### src/rtl/tx_bridge_pkg.sv
// Shared state encoding, port count and default timing values for the TX frame arbiter.
package tx_bridge_pkg;

  localparam int          NUM_PORTS   = 2;
  localparam logic [15:0] DEF_MIN_LEN = 16'd64;
  localparam int          DEF_IFG     = 12;
  localparam logic [15:0] DEF_WDOG    = 16'd4095;

  typedef enum logic [1:0] {
    IDLE = 2'd0,
    XFER = 2'd1,
    GAP  = 2'd2
  } arb_state_e;

  function automatic logic [NUM_PORTS-1:0] port_onehot(input logic idx);
    port_onehot = idx ? 2'b10 : 2'b01;
  endfunction

endpackage

### src/rtl/rr_arb2.sv
// Two-input round-robin picker; the pointer remembers the last serviced/rejected port.
// Build option TX_ARB_FIXED_PRIO_EN: port0 always wins and the pointer is ignored.
module rr_arb2
  import tx_bridge_pkg::*;
(
  input  logic                 clk,
  input  logic                 rst,
  input  logic [NUM_PORTS-1:0] req,
  input  logic                 adv,
  output logic                 win
);

  logic last_q;

  // Reset points at port1 so that port0 is favoured on the first contest.
  always_ff @(posedge clk or negedge rst) begin
    if (!rst) begin
      last_q <= 1'b1;
    end else if (adv) begin
      last_q <= win;
    end
  end

`ifdef TX_ARB_FIXED_PRIO_EN
  always_comb begin
    win = ~req[0];
  end
`else
  always_comb begin
    win = req[1];
    if (req == 2'b11) begin
      win = ~last_q;
    end
  end
`endif

endmodule

### src/rtl/tx_frame_arbiter.sv
// Arbitrates two frame buffers onto one TX datapath with length check, IFG and watchdog.
// Build option TX_ARB_FIXED_PRIO_EN selects fixed port0 priority inside rr_arb2.
module tx_frame_arbiter
  import tx_bridge_pkg::*;
#(
  parameter logic [15:0] MIN_LEN = DEF_MIN_LEN,
  parameter int          IFG     = DEF_IFG,
  parameter logic [15:0] WDOG    = DEF_WDOG
) (
  input  logic                 clk,
  input  logic                 rst,
  input  logic [NUM_PORTS-1:0] req,
  input  logic [15:0]          len0,
  input  logic [15:0]          len1,
  input  logic [7:0]           data0,
  input  logic [7:0]           data1,
  output logic [NUM_PORTS-1:0] pop,
  output logic [15:0]          frm_len,
  output logic [7:0]           tx_data,
  output logic                 empty_buff,
  input  logic                 nextByte,
  input  logic                 last_byte,
  output logic [NUM_PORTS-1:0] gnt,
  output logic [NUM_PORTS-1:0] gnt_pulse,
  output logic [NUM_PORTS-1:0] rej_pulse,
  output logic                 wdog_err
);

  localparam logic [15:0] IFG_LOAD = 16'(IFG - 1);

  arb_state_e           state_q, state_d;
  logic                 owner_q, owner_d;
  logic [15:0]          frm_len_d;
  logic [15:0]          ifg_cnt_q, ifg_cnt_d;
  logic [15:0]          wdog_cnt_q, wdog_cnt_d;
  logic [NUM_PORTS-1:0] gnt_pulse_d, rej_pulse_d;
  logic                 wdog_err_d;
  logic                 armed_q;
  logic                 arb_adv;
  logic                 arb_win;
  logic [15:0]          sel_len;

  rr_arb2 u_rr (
    .clk (clk),
    .rst (rst),
    .req (req),
    .adv (arb_adv),
    .win (arb_win)
  );

  assign sel_len = arb_win ? len1 : len0;

  // armed_q holds off arbitration for one edge after reset release.
  always_ff @(posedge clk or negedge rst) begin
    if (!rst) begin
      state_q    <= IDLE;
      owner_q    <= 1'b0;
      frm_len    <= 16'd0;
      ifg_cnt_q  <= 16'd0;
      wdog_cnt_q <= 16'd0;
      gnt_pulse  <= '0;
      rej_pulse  <= '0;
      wdog_err   <= 1'b0;
      armed_q    <= 1'b0;
    end else begin
      state_q    <= state_d;
      owner_q    <= owner_d;
      frm_len    <= frm_len_d;
      ifg_cnt_q  <= ifg_cnt_d;
      wdog_cnt_q <= wdog_cnt_d;
      gnt_pulse  <= gnt_pulse_d;
      rej_pulse  <= rej_pulse_d;
      wdog_err   <= wdog_err_d;
      armed_q    <= 1'b1;
    end
  end

  always_comb begin
    state_d     = state_q;
    owner_d     = owner_q;
    frm_len_d   = frm_len;
    ifg_cnt_d   = ifg_cnt_q;
    wdog_cnt_d  = wdog_cnt_q;
    gnt_pulse_d = '0;
    rej_pulse_d = '0;
    wdog_err_d  = 1'b0;
    arb_adv     = 1'b0;

    case (state_q)
      IDLE: begin
        if (armed_q && (req != '0)) begin
          arb_adv = 1'b1;
          if (sel_len >= MIN_LEN) begin
            owner_d     = arb_win;
            frm_len_d   = sel_len;
            gnt_pulse_d = port_onehot(arb_win);
            wdog_cnt_d  = 16'd0;
            state_d     = XFER;
          end else begin
            rej_pulse_d = port_onehot(arb_win);
          end
        end
      end

      // A last_byte coinciding with watchdog expiry is treated as a clean end.
      XFER: begin
        wdog_cnt_d = wdog_cnt_q + 16'd1;
        if (last_byte) begin
          state_d   = GAP;
          ifg_cnt_d = IFG_LOAD;
        end else if (wdog_cnt_q == (WDOG - 16'd1)) begin
          state_d    = GAP;
          ifg_cnt_d  = IFG_LOAD;
          wdog_err_d = 1'b1;
        end
      end

      GAP: begin
        if (ifg_cnt_q == 16'd0) begin
          state_d = IDLE;
        end else begin
          ifg_cnt_d = ifg_cnt_q - 16'd1;
        end
      end

      default: begin
        state_d = IDLE;
      end
    endcase
  end

  always_comb begin
    gnt        = '0;
    pop        = '0;
    tx_data    = 8'h00;
    empty_buff = 1'b1;
    if (state_q == XFER) begin
      gnt        = port_onehot(owner_q);
      pop        = nextByte ? port_onehot(owner_q) : '0;
      tx_data    = owner_q ? data1 : data0;
      empty_buff = 1'b0;
    end
  end

endmodule
### config.mk
export PLATFORM = sky130hd
export DESIGN_NAME = tx_frame_arbiter
export DESIGN_NICKNAME = d
export VERILOG_FILES = /design/src/rtl/tx_bridge_pkg.sv /design/src/rtl/rr_arb2.sv /design/src/rtl/tx_frame_arbiter.sv
export SDC_FILE = /design/constraint.sdc
export NUM_CORES = 1
export LEC_CHECK = 0
export CAP_MARGIN = 25
export CELL_PAD_IN_SITES_DETAIL_PLACEMENT = 0
export CELL_PAD_IN_SITES_GLOBAL_PLACEMENT = 2
export CORE_AREA = 2 2 107 109
export CTS_BUF_LIST = sky130_fd_sc_hd__clkbuf_16
export DETAILED_ROUTE_END_ITERATION = 8
export DIE_AREA = 0 0 109 111
export PLACE_DENSITY = 0.79
export SLEW_MARGIN = 20
export SYNTH_ARGS = -nofsm -noshare
export SYNTH_HDL_FRONTEND = slang
export SYNTH_HIERARCHICAL = 1
export SYNTH_SLANG_ARGS = --single-unit
### constraint.sdc
create_clock -name clk -period 2.8 [get_ports clk]
set_input_delay 0.28 -clock clk [delete_from_list [all_inputs] [get_ports clk]]
set_output_delay 0.28 -clock clk [all_outputs]
set_load 0.005 [all_outputs]
# == Yosys cells after proc, flatten, opt, wreduce, memory -nomap -nowiden ==
# Index checks and enable logic that the tools add are counted.
# word_totals
register_bits,58
in_bits,54
elab_cells,67
# classes
add_sub_neg,2
order_cmp,1
n_mux,34
n_eq_ne,9
reduce_logical,10
bitwise_logic,1
# op_table
operator,n
16-bit 2-to-1 mux,6
16-bit one-hot mux with 2 select lines,2
2-bit 2-to-1 mux,16
16-bit by 1-bit adder with 16-bit output (second input constant),1
16-bit by 12-bit == test with 1-bit output (second input constant),1
16-bit by 7-bit greater-or-equal comparator with 1-bit output (second input constant),1
16-bit zero test,1
8-bit 2-to-1 mux,2
16-bit by 1-bit subtractor with 16-bit output (second input constant),1
3-bit AND reduction,3
2-bit != test (second input constant),4
1-bit 2-to-1 mux,7
2-bit one-hot mux with 3 select lines,1
2-bit nonzero test,3
2-bit == test (second input constant),2
4-bit AND reduction,1
3-bit != test (second input constant),1
2-bit by 1-bit == test with 1-bit output (second input constant),1
2-bit zero test,1
1-bit logical AND,1
1-bit inverter,1

# == Longest topological paths before layout ==
# Gate-level depths: netlist (run 1).
# depth
ltp_word,7
ltp_mapped,10

# == Hierarchy ==
# The synthesis (run 1) kept the hierarchy.
# modules_own_cells
mod,cells_each,seq_area_each_um2,instances,area_per_inst_um2
tx_frame_arbiter,306,1426.4,1,3050.4
rr_arb2,3,26.3,1,52.6

# == Least setup slack after synthesis (run 1) ==
# No wires, ideal clock.
# synth_timing
path_kind,reg2reg
start,register u_rr.last_q
end,register frm_len[10]
path_stages_with_launch,10
slack_ps,623
arrival_time_ps,2058
required_time_ps,2681
path_buffers,3
setup_time_ps,119
cell_sequence,dfstp_2 -> a21boi_2 -> clkbuf_1 -> or4_1 -> o22a_1 -> a21oi_4 -> or2b_1 -> buf_6 -> buf_6 -> o21ai_2
# synth_via
elab_chain_cells,5
# synth_lines
element,line,text
from (decl),rr_arb2.sv:13,logic last_q;
from (signal assigned),rr_arb2.sv:20,last_q <= win;
1-bit inverter (*),rr_arb2.sv:32,win = ~last_q;
1-bit 2-to-1 mux (*),rr_arb2.sv:31,if (req == 2'b11) begin
net arb_win,tx_frame_arbiter.sv:40,logic arb_win;
16-bit 2-to-1 mux (*),tx_frame_arbiter.sv:51,assign sel_len = arb_win ? len1 : len0;
16-bit by 7-bit greater-or-equal comparator with 1-bit output,tx_frame_arbiter.sv:93,if (sel_len >= MIN_LEN) begin
3-bit AND reduction (no source line),n/a,
to (signal assigned),tx_frame_arbiter.sv:68,frm_len <= frm_len_d;
to (decl),tx_frame_arbiter.sv:18,"output logic [15:0] frm_len,"
# Mark *: on every way through the listed nets, which the timed path passes. The rest lies on a longest branch.
# A chain may end at the register's enable or synchronous reset.

# == Final worst setup path (run 1) ==
# layout_timing
start,register state_q[0]
end,output port pop[0]
# layout_via
elab_chain_cells,2
# layout_lines
element,line,text
from (decl),tx_frame_arbiter.sv:31,"arb_state_e state_q, state_d;"
from (signal assigned),tx_frame_arbiter.sv:66,state_q <= state_d;
2-bit by 1-bit == test with 1-bit output,tx_frame_arbiter.sv:137,if (state_q == XFER) begin
2-bit 2-to-1 mux,tx_frame_arbiter.sv:137,
to (decl),tx_frame_arbiter.sv:17,"output logic [NUM_PORTS-1:0] pop,"
# No other way between the ends.

==> impl_results.rst, run 1 <==
.. list-table::
   :header-rows: 1

   * - Metric
     - Value
   * - Aggregate negative setup slack
     - 0 ns
   * - Detailed-route vias per instance
     - 4.75
   * - Final RePlAce weighted congestion
     - 0.738
   * - Horiz. Die Dim
     - 109 um
   * - EDFF count, synth
     - 0
   * - Via count of the first global-routing pass
     - 2784
   * - Top fanout value on the critical path
     - 12
   * - Ys Warns
     - 6
   * - Critical path class
     - reg -> out
   * - Post-CTS Setup Bufs
     - 0
   * - Area growth from synthesis to layout
     - 43.2%
   * - Share of flip-flops with an asynchronous set or reset after synthesis
     - 1.00
   * - Primary FF master, synth
     - sky130_fd_sc_hd__dfrtp_1
   * - Detailed placement HPWL
     - 6.05 mm
   * - Class of the tightest hold or removal check
     - in -> async
   * - Peak Freq
     - 407 MHz
   * - All-Layer GR Usage
     - 0.139
   * - Wire length per cell after detailed routing
     - 14.4 um
   * - Ratio of cells with drive above 1 in the final layout
     - 0.137
   * - Die Height
     - 111 um
   * - Max cap viols
     - 0
   * - Number of buffers and inverters on the critical path
     - 2
   * - Resize count post-CTS
     - 0
   * - TritonCTS clock tree
     - done
   * - CP Data Arrival Time
     - 2.17 ns
   * - Series of cell instances along the critical path
     - nor2b_1 -> inv_1 -> nor2_1 -> and2_1 -> clkdlybuf4s50_1
   * - Clock tree skew after final layout
     - 0.00679 ns
   * - Total Power
     - 3.65 mW
   * - IO Pins
     - 88
   * - Total Nets Final
     - 464
   * - Number of violations reported at the end of detailed-routing iteration 0
     - 101
   * - Post-synthesis sequential area ratio
     - 0.468
   * - Non-Filler Cell Area, Final
     - 0.00444 mm2
   * - Cell chosen for the clock root
     - sky130_fd_sc_hd__clkbuf_16
   * - Global-route wire length before repair
     - 13.2 mm
   * - Cell type of the slowest stage on the worst timing path
     - sky130_fd_sc_hd__dfrtp_1
   * - Clock insertion delay at the later pin of the skew report
     - 0.33 ns
   * - Core Area
     - 0.0111 mm2
   * - Slowest Stage Delay on Critical Path
     - 0.56 ns
   * - Largest vdd supply drop
     - 0.331 mV
   * - Starting density of the core
     - 0.280
   * - Final number of max-transition violations
     - 0
   * - Type of destination of the critical path
     - primary output
   * - Worst Path Required
     - 2.52 ns
   * - Reg clk slew, reported paths
     - 0.05 ns
   * - Total of hold buffers inserted after clock tree synthesis
     - 1
   * - Number of nets still failing antenna checks after routing
     - 0
   * - Min cycle time layout
     - 2.45 ns
   * - Top cell family by delay on the critical path
     - buffers and inverters
   * - Port Buffer Count
     - 87
   * - Status
     - completed
   * - Syn Nets
     - 367
   * - Startpoint type of the worst setup path
     - register
   * - Filler Cells Inserted
     - 1067
   * - Maximum number of buffers from clock root to sink
     - 2
   * - TritonCTS Buffers
     - 9
   * - Number of clock sinks
     - 58
   * - Count of cell types in the netlist
     - 53
   * - Average cell area after synthesis
     - 10.0 um2
   * - Routed Wire Length
     - 7.94 mm
   * - Number of flip-flops and latches in the synthesized netlist
     - 58
   * - Worst slew margin
     - 0.490
   * - Initial antenna violation count
     - 0
   * - Gate Count Post-Synth
     - 309
   * - Commonest non-fill, non-tap cell in the layout
     - sky130_fd_sc_hd__clkdlybuf4s50_1
   * - DRC violations left
     - 0
   * - Final standard cell utilization of the core
     - 0.401
   * - Most frequent cells in the layout
     - sky130_fd_sc_hd__clkdlybuf4s50_1, sky130_fd_sc_hd__dfrtp_1, sky130_fd_sc_hd__nor2_1
   * - Leakage
     - 1.88 nW
   * - Areal power density over the cells
     - 822 mW/mm2
   * - Final critical-path share of the clock period
     - 0.877
   * - Die footprint
     - 0.0121 mm2
   * - Maximum level of the CTS H-tree
     - 3
   * - Post-detailed-placement cell area
     - 0.00415 mm2
   * - Unrepaired setup endpoints after global routing
     - no
   * - Number of diodes
     - 0
   * - Final setup violating endpoints
     - 0
   * - Total via count after detailed routing
     - 2629
   * - Site row count
     - 39
   * - First-pass detailed-route iteration total
     - 4
   * - Fin. Hold Viols
     - 0
   * - Remaining global-route overflow
     - 0
   * - Post-synth design cell area
     - 0.00310 mm2
   * - Slew of the pin with the lowest slew margin
     - 0.762 ns
   * - Largest net degree at the start of global routing
     - 29
## worst paths after layout
kind,from,end,slack [ns],depth (start not counted)
max,state_q[0],pop[0],0.35,5
min,rst,frm_len[11],0.40,2
max reg2reg,u_rr/last_q,frm_len[9],0.58,7
min reg2reg,frm_len[13],frm_len[13],0.47,2
max in group asynchronous,rst,u_rr/last_q,1.66,3
min in group clk,frm_len[13],frm_len[13],0.47,2
## through the flow
| step | std cells | setup slack (ns) | hold WS [ns] |
|---|---|---|---|
| 3_3_place_gp | 537 | 0.247 | 0.207 |
| 4_1_cts | 553 | 0.286 | 0.412 |
| 5_1_grt | 553 | 0.150 | 0.445 |
| 2_1_floorplan | 309 | 0.623 | -0.0156 |
| 3_5_place_dp | 537 | 0.188 | 0.216 |
| 6_report | 553 | 0.345 | 0.399 |
## flip-flops by register name (all words and copies together) (netlist names)
name	cells
owner_q	1
rej_pulse	2
frm_len	16
state_q	2
u_rr/last_q	1
armed_q	1
ifg_cnt_q	16
wdog_cnt_q	16
wdog_err	1
gnt_pulse	2
## area by class of cell
type,instances,area [um2],share of cell area
Inverter,5,18.8,0.00422
Tap cell,143,179,0.0403
Clock inverter,6,58.8,0.0132
Clock buffer,9,225,0.0507
Multi-Input combinational cell,234,1550,0.348
Sequential cell,58,1450,0.327
Timing Repair Buffer,98,963,0.217
## cells in the mapped netlist, drive strengths merged (2+ instances only)
cell type | n | area share
a22o | 5 | 0.014
nand3 | 6 | 0.0097
and2 | 5 | 0.010
xor2 | 3 | 0.0085
nor4 | 7 | 0.014
nand2 | 33 | 0.040
o21a | 2 | 0.0073
or4 | 4 | 0.0097
clkbuf | 3 | 0.0036
and3 | 6 | 0.012
a21o | 3 | 0.0073
dfrtp | 57 | 0.46
inv | 5 | 0.0060
xnor2 | 10 | 0.028
nand4 | 4 | 0.0081
nor3 | 17 | 0.029
o31ai | 3 | 0.0073
nor2 | 37 | 0.045
or4b | 2 | 0.0065
mux2 | 4 | 0.016
buf | 9 | 0.024
or3 | 5 | 0.010
o21ai | 24 | 0.060
ha | 4 | 0.016
mux2i | 24 | 0.077
a21oi | 10 | 0.023
## report_power, final
| group | internal (mW) | total (mW) | switching (mW) |
|---|---|---|---|
| clock | 0.676 | 1.06 | 0.383 |
| combinational | 0.693 | 1.27 | 0.581 |
| sequential | 1.07 | 1.32 | 0.245 |
| total | 2.44 | 3.65 | 1.21 |
## kinds of logic (layout without fill, tap and decap cells)
| kind of cell | count (synthesis) | count (layout) | share of synthesized area |
|---|---|---|---|
| AND/OR/NAND/NOR | 133 | 133 | 0.210 |
| flip-flops | 58 | 58 | 0.468 |
| AO/OA/AOI/OAI | 55 | 55 | 0.141 |
| multiplexers | 28 | 28 | 0.0931 |
| buffers and inverters | 17 | 118 | 0.0335 |
| XOR/XNOR | 13 | 13 | 0.0367 |
| adder cells (fa/ha/maj) | 4 | 4 | 0.0161 |
| other | 1 | 1 | 0.00121 |
## per-layer routing
metal,track usage,share of wire
met5,0,0
met4,0.0650,0.019
met3,0.0406,0.061
met2,0.230,0.48
met1,0.165,0.44
Power figures use the tool's default switching activity.
==> inputs of run 2 (changes only) <==
Settings changed: SYNTH_HIERARCHICAL 1 to unset.
==> run 2 against run 1 <==
Clock power is essentially flat. Synthesized area decreased by 3.3%. Clock skew increased by 0.0014 ns.
==> impl_results.rst, run 2 <==
.. list-table::
   :header-rows: 1

   * - Metric
     - Value
   * - Status
     - completed
   * - Gate Count Post-Synth
     - 313 (+1.3%)
   * - Synth top area cells
     - sky130_fd_sc_hd__dfrtp_1, sky130_fd_sc_hd__mux2i_1, sky130_fd_sc_hd__o21ai_0
   * - Ratio of cells with drive above 1 in the final layout
     - 0.0780 (-0.0585)
   * - Detailed-route vias per instance
     - 4.76 (+0.19%)
   * - Unrepaired setup endpoints after global routing
     - no
   * - Top-area cell type share of the netlist area
     - 0.476 (+0.0159)
   * - Max cap viols
     - 0 (unchanged)
   * - First-pass detailed-route iteration total
     - 4 (unchanged)
   * - Number of clock sinks
     - 58 (unchanged)
   * - All-Layer GR Usage
     - 0.141 (+0.00112)
   * - IO Pins
     - 88 (unchanged)
   * - Count of cell types in the netlist
     - 46 (-13%)
   * - Initial antenna violation count
     - 0 (unchanged)
   * - Final number of max-transition violations
     - 0 (unchanged)
   * - Minimum setup slack among reg-to-reg paths
     - 0.57 ns (about the same)
   * - Starting density of the core
     - 0.271 (-0.00938)
   * - Largest vdd supply drop
     - 0.333 mV (+0.43%)
   * - Primary FF master, synth
     - sky130_fd_sc_hd__dfrtp_1
   * - Number of violations reported at the end of detailed-routing iteration 0
     - 108 (+6.9%)
   * - FF-to-FF End
     - ifg_cnt_q[0]
   * - Most frequent cells in the layout
     - sky130_fd_sc_hd__clkdlybuf4s50_1, sky130_fd_sc_hd__dfrtp_1, sky130_fd_sc_hd__o21ai_0
   * - TritonCTS clock tree
     - done
   * - Average cell area after synthesis
     - 9.58 um2 (-4.6%)
   * - Top-count cell post-synth
     - sky130_fd_sc_hd__dfrtp_1
   * - Post-synth design cell area
     - 0.00300 mm2 (-3.3%)
   * - Final setup violating endpoints
     - 0 (unchanged)
   * - Peak Freq
     - 396 MHz (-2.8%)
   * - Maximum level of the CTS H-tree
     - 3 (unchanged)
   * - Syn Nets
     - 370 (+0.82%)
   * - Most instantiated cells after synthesis
     - sky130_fd_sc_hd__dfrtp_1, sky130_fd_sc_hd__o21ai_0, sky130_fd_sc_hd__nor2_1, sky130_fd_sc_hd__mux2i_1, sky130_fd_sc_hd__nand2_1
   * - Worst slew margin
     - 0.490 (+0.000600)
   * - FF-to-FF Start
     - ifg_cnt_q[10]
   * - Worst Path Required
     - 2.52 ns (about the same)
   * - Min cycle time layout
     - 2.53 ns (+0.0711 ns)
   * - Total Power
     - 3.80 mW (+4.2%)
   * - Port Buffer Count
     - 87 (unchanged)
   * - Global-route wire length before repair
     - 13.2 mm (+0.31%)
   * - Site row count
     - 39 (unchanged)
   * - Die footprint
     - 0.0121 mm2 (unchanged)
   * - Clock tree skew after final layout
     - 0.00823 ns (+0.00143 ns)
   * - Area growth from synthesis to layout
     - 44.9%
   * - Total of hold buffers inserted after clock tree synthesis
     - 0 (-1)
   * - Via count of the first global-routing pass
     - 2731 (-1.9%)
   * - Number of cells on the worst reg-to-reg path
     - 5 (-2)
   * - Startpoint type of the worst setup path
     - register
   * - Aggregate negative setup slack
     - 0 ns (unchanged)
   * - Regs by FF count
     - frm_len: 16 flops, ifg_cnt_q: 16 flops, wdog_cnt_q: 16 flops
   * - Post-CTS Setup Bufs
     - 0 (unchanged)
   * - Resize count post-CTS
     - 0 (unchanged)
   * - Total via count after detailed routing
     - 2634 (+0.19%)
   * - TritonCTS Buffers
     - 9 (unchanged)
   * - Maximum number of buffers from clock root to sink
     - 2 (unchanged)
   * - Routed Wire Length
     - 7.81 mm (-1.7%)
   * - Cell chosen for the clock root
     - sky130_fd_sc_hd__clkbuf_16
   * - Final critical-path share of the clock period
     - 0.902 (+0.0254)
   * - Leakage
     - 1.80 nW (-4.1%)
   * - Reg clk slew, reported paths
     - 0.05 ns (about the same)
   * - Core Area
     - 0.0111 mm2 (unchanged)
   * - Final RePlAce weighted congestion
     - 0.778 (+5.4%)
   * - Critical path class
     - reg -> out
   * - Horiz. Die Dim
     - 109 um (unchanged)
   * - Clock insertion delay at the later pin of the skew report
     - 0.33 ns (about the same)
   * - Class of the tightest hold or removal check
     - in -> async
   * - Total Nets Final
     - 462 (-0.43%)
   * - Number of nets still failing antenna checks after routing
     - 0 (unchanged)
   * - Areal power density over the cells
     - 875 mW/mm2 (+6.6%)
   * - Remaining global-route overflow
     - 0 (unchanged)
   * - Ys Warns
     - 0 (-6)
   * - Top fanout value on the critical path
     - 11 (-1)
   * - Detailed placement HPWL
     - 5.63 mm (-6.9%)
   * - CP Data Arrival Time
     - 2.25 ns (+0.08 ns)
   * - Die Height
     - 111 um (unchanged)
   * - Library cell with the largest summed area after synthesis
     - sky130_fd_sc_hd__dfrtp_1
   * - Largest net degree at the start of global routing
     - 59 (+100%)
   * - Commonest non-fill, non-tap cell in the layout
     - sky130_fd_sc_hd__clkdlybuf4s50_1
   * - Filler Cells Inserted
     - 1087 (+1.9%)
   * - Type of destination of the critical path
     - primary output
   * - Fin. Hold Viols
     - 0 (unchanged)
   * - Post-synthesis sequential area ratio
     - 0.484 (+0.0162)
   * - Number of flip-flops and latches in the synthesized netlist
     - 58 (unchanged)
   * - EDFF count, synth
     - 0 (unchanged)
   * - Share of flip-flops with an asynchronous set or reset after synthesis
     - 1.00 (unchanged)
   * - DRC violations left
     - 0 (unchanged)
   * - Wire length per cell after detailed routing
     - 14.1 um (-1.7%)
   * - Number of diodes
     - 0 (unchanged)
   * - Slew of the pin with the lowest slew margin
     - 0.765 ns (+0.00325 ns)
-- run 2: cell count changes in the layout (fill, tap and decap cells not counted), sizes merged, moves of 4 or more --
cell and change:
nand2 -12, nor3 -12, a21oi +10, nor2 -9, or3 +8, nand3 +7
o21ai +7, or4 +7, inv +6, o31ai +6, xnor2 -4
-- run 2: cell families after synthesis --
kind of cell / share of synthesized area
multiplexers: 0.0914
other: 0.00125
XOR/XNOR: 0.0234
flip-flops: 0.484
AO/OA/AOI/OAI: 0.140
buffers and inverters: 0.0284
adder cells (fa/ha/maj): 0.0125
AND/OR/NAND/NOR: 0.219
-- run 2: worst max-delay path by stage --
stage / startpoint / endpoint / slack (ns)
3_3_place_gp: len1[14] / wdog_cnt_q[13] / 0.52
4_1_cts: state_q[0] / tx_data[3] / 0.22
5_1_grt: state_q[0] / tx_data[3] / 0.12
6_report: state_q[0] / tx_data[3] / 0.27
3_5_place_dp: req[1] / wdog_cnt_q[13] / 0.48
2_1_floorplan: ifg_cnt_q[10] / ifg_cnt_q[15] / 0.69
-- run 2: per-layer routing --
layer	up-vias	GRT usage	wire, um
met5	-	0	0
met4	0	0.0590	108
met3	9	0.0611	651
met2	77	0.205	3460
met1	1217	0.180	3590
li1	1331	-	-
-- run 2: final cells by class --
class,instances,area (um2),share of cell area
multi-input cells,233,1470,0.337
clock buffers,9,225,0.0518
clock inverters,7,55.1,0.0127
flip-flops and latches,58,1450,0.334
well taps,143,179,0.0412
repair buffers,95,938,0.216
inverters,8,30.0,0.00691
-- run 2: worst max-delay path: stages (launching register included) --
cell	delay, ns
sky130_fd_sc_hd__dfrtp_1	0.44
sky130_fd_sc_hd__nor2b_1	0.33
sky130_fd_sc_hd__clkinv_1	0.29
sky130_fd_sc_hd__buf_4	0.25
sky130_fd_sc_hd__nor2_1	0.11
sky130_fd_sc_hd__clkdlybuf4s50_1	0.50
-- run 2: per-stage QoR --
stage	area [um2]	worst slack [ns]	instances	hold WS, ns	util
6_report	4350	0.274	553	0.106	0.392
5_1_grt	4350	0.118	553	0.194	0.392
4_1_cts	4350	0.220	553	0.146	0.392
3_5_place_dp	4070	0.480	537	0.472	0.367
3_3_place_gp	4070	0.524	537	0.463	0.367
2_1_floorplan	3000	0.695	313	-0.0156	-
-- run 2: power by group --
| group | leakage (nW) | switching, mW | internal (mW) | total [mW] |
|---|---|---|---|---|
| Sequential | 0.758 | 0.241 | 1.10 | 1.34 |
| Clock | 0.154 | 0.364 | 0.670 | 1.03 |
| Combinational | 0.886 | 0.668 | 0.763 | 1.43 |
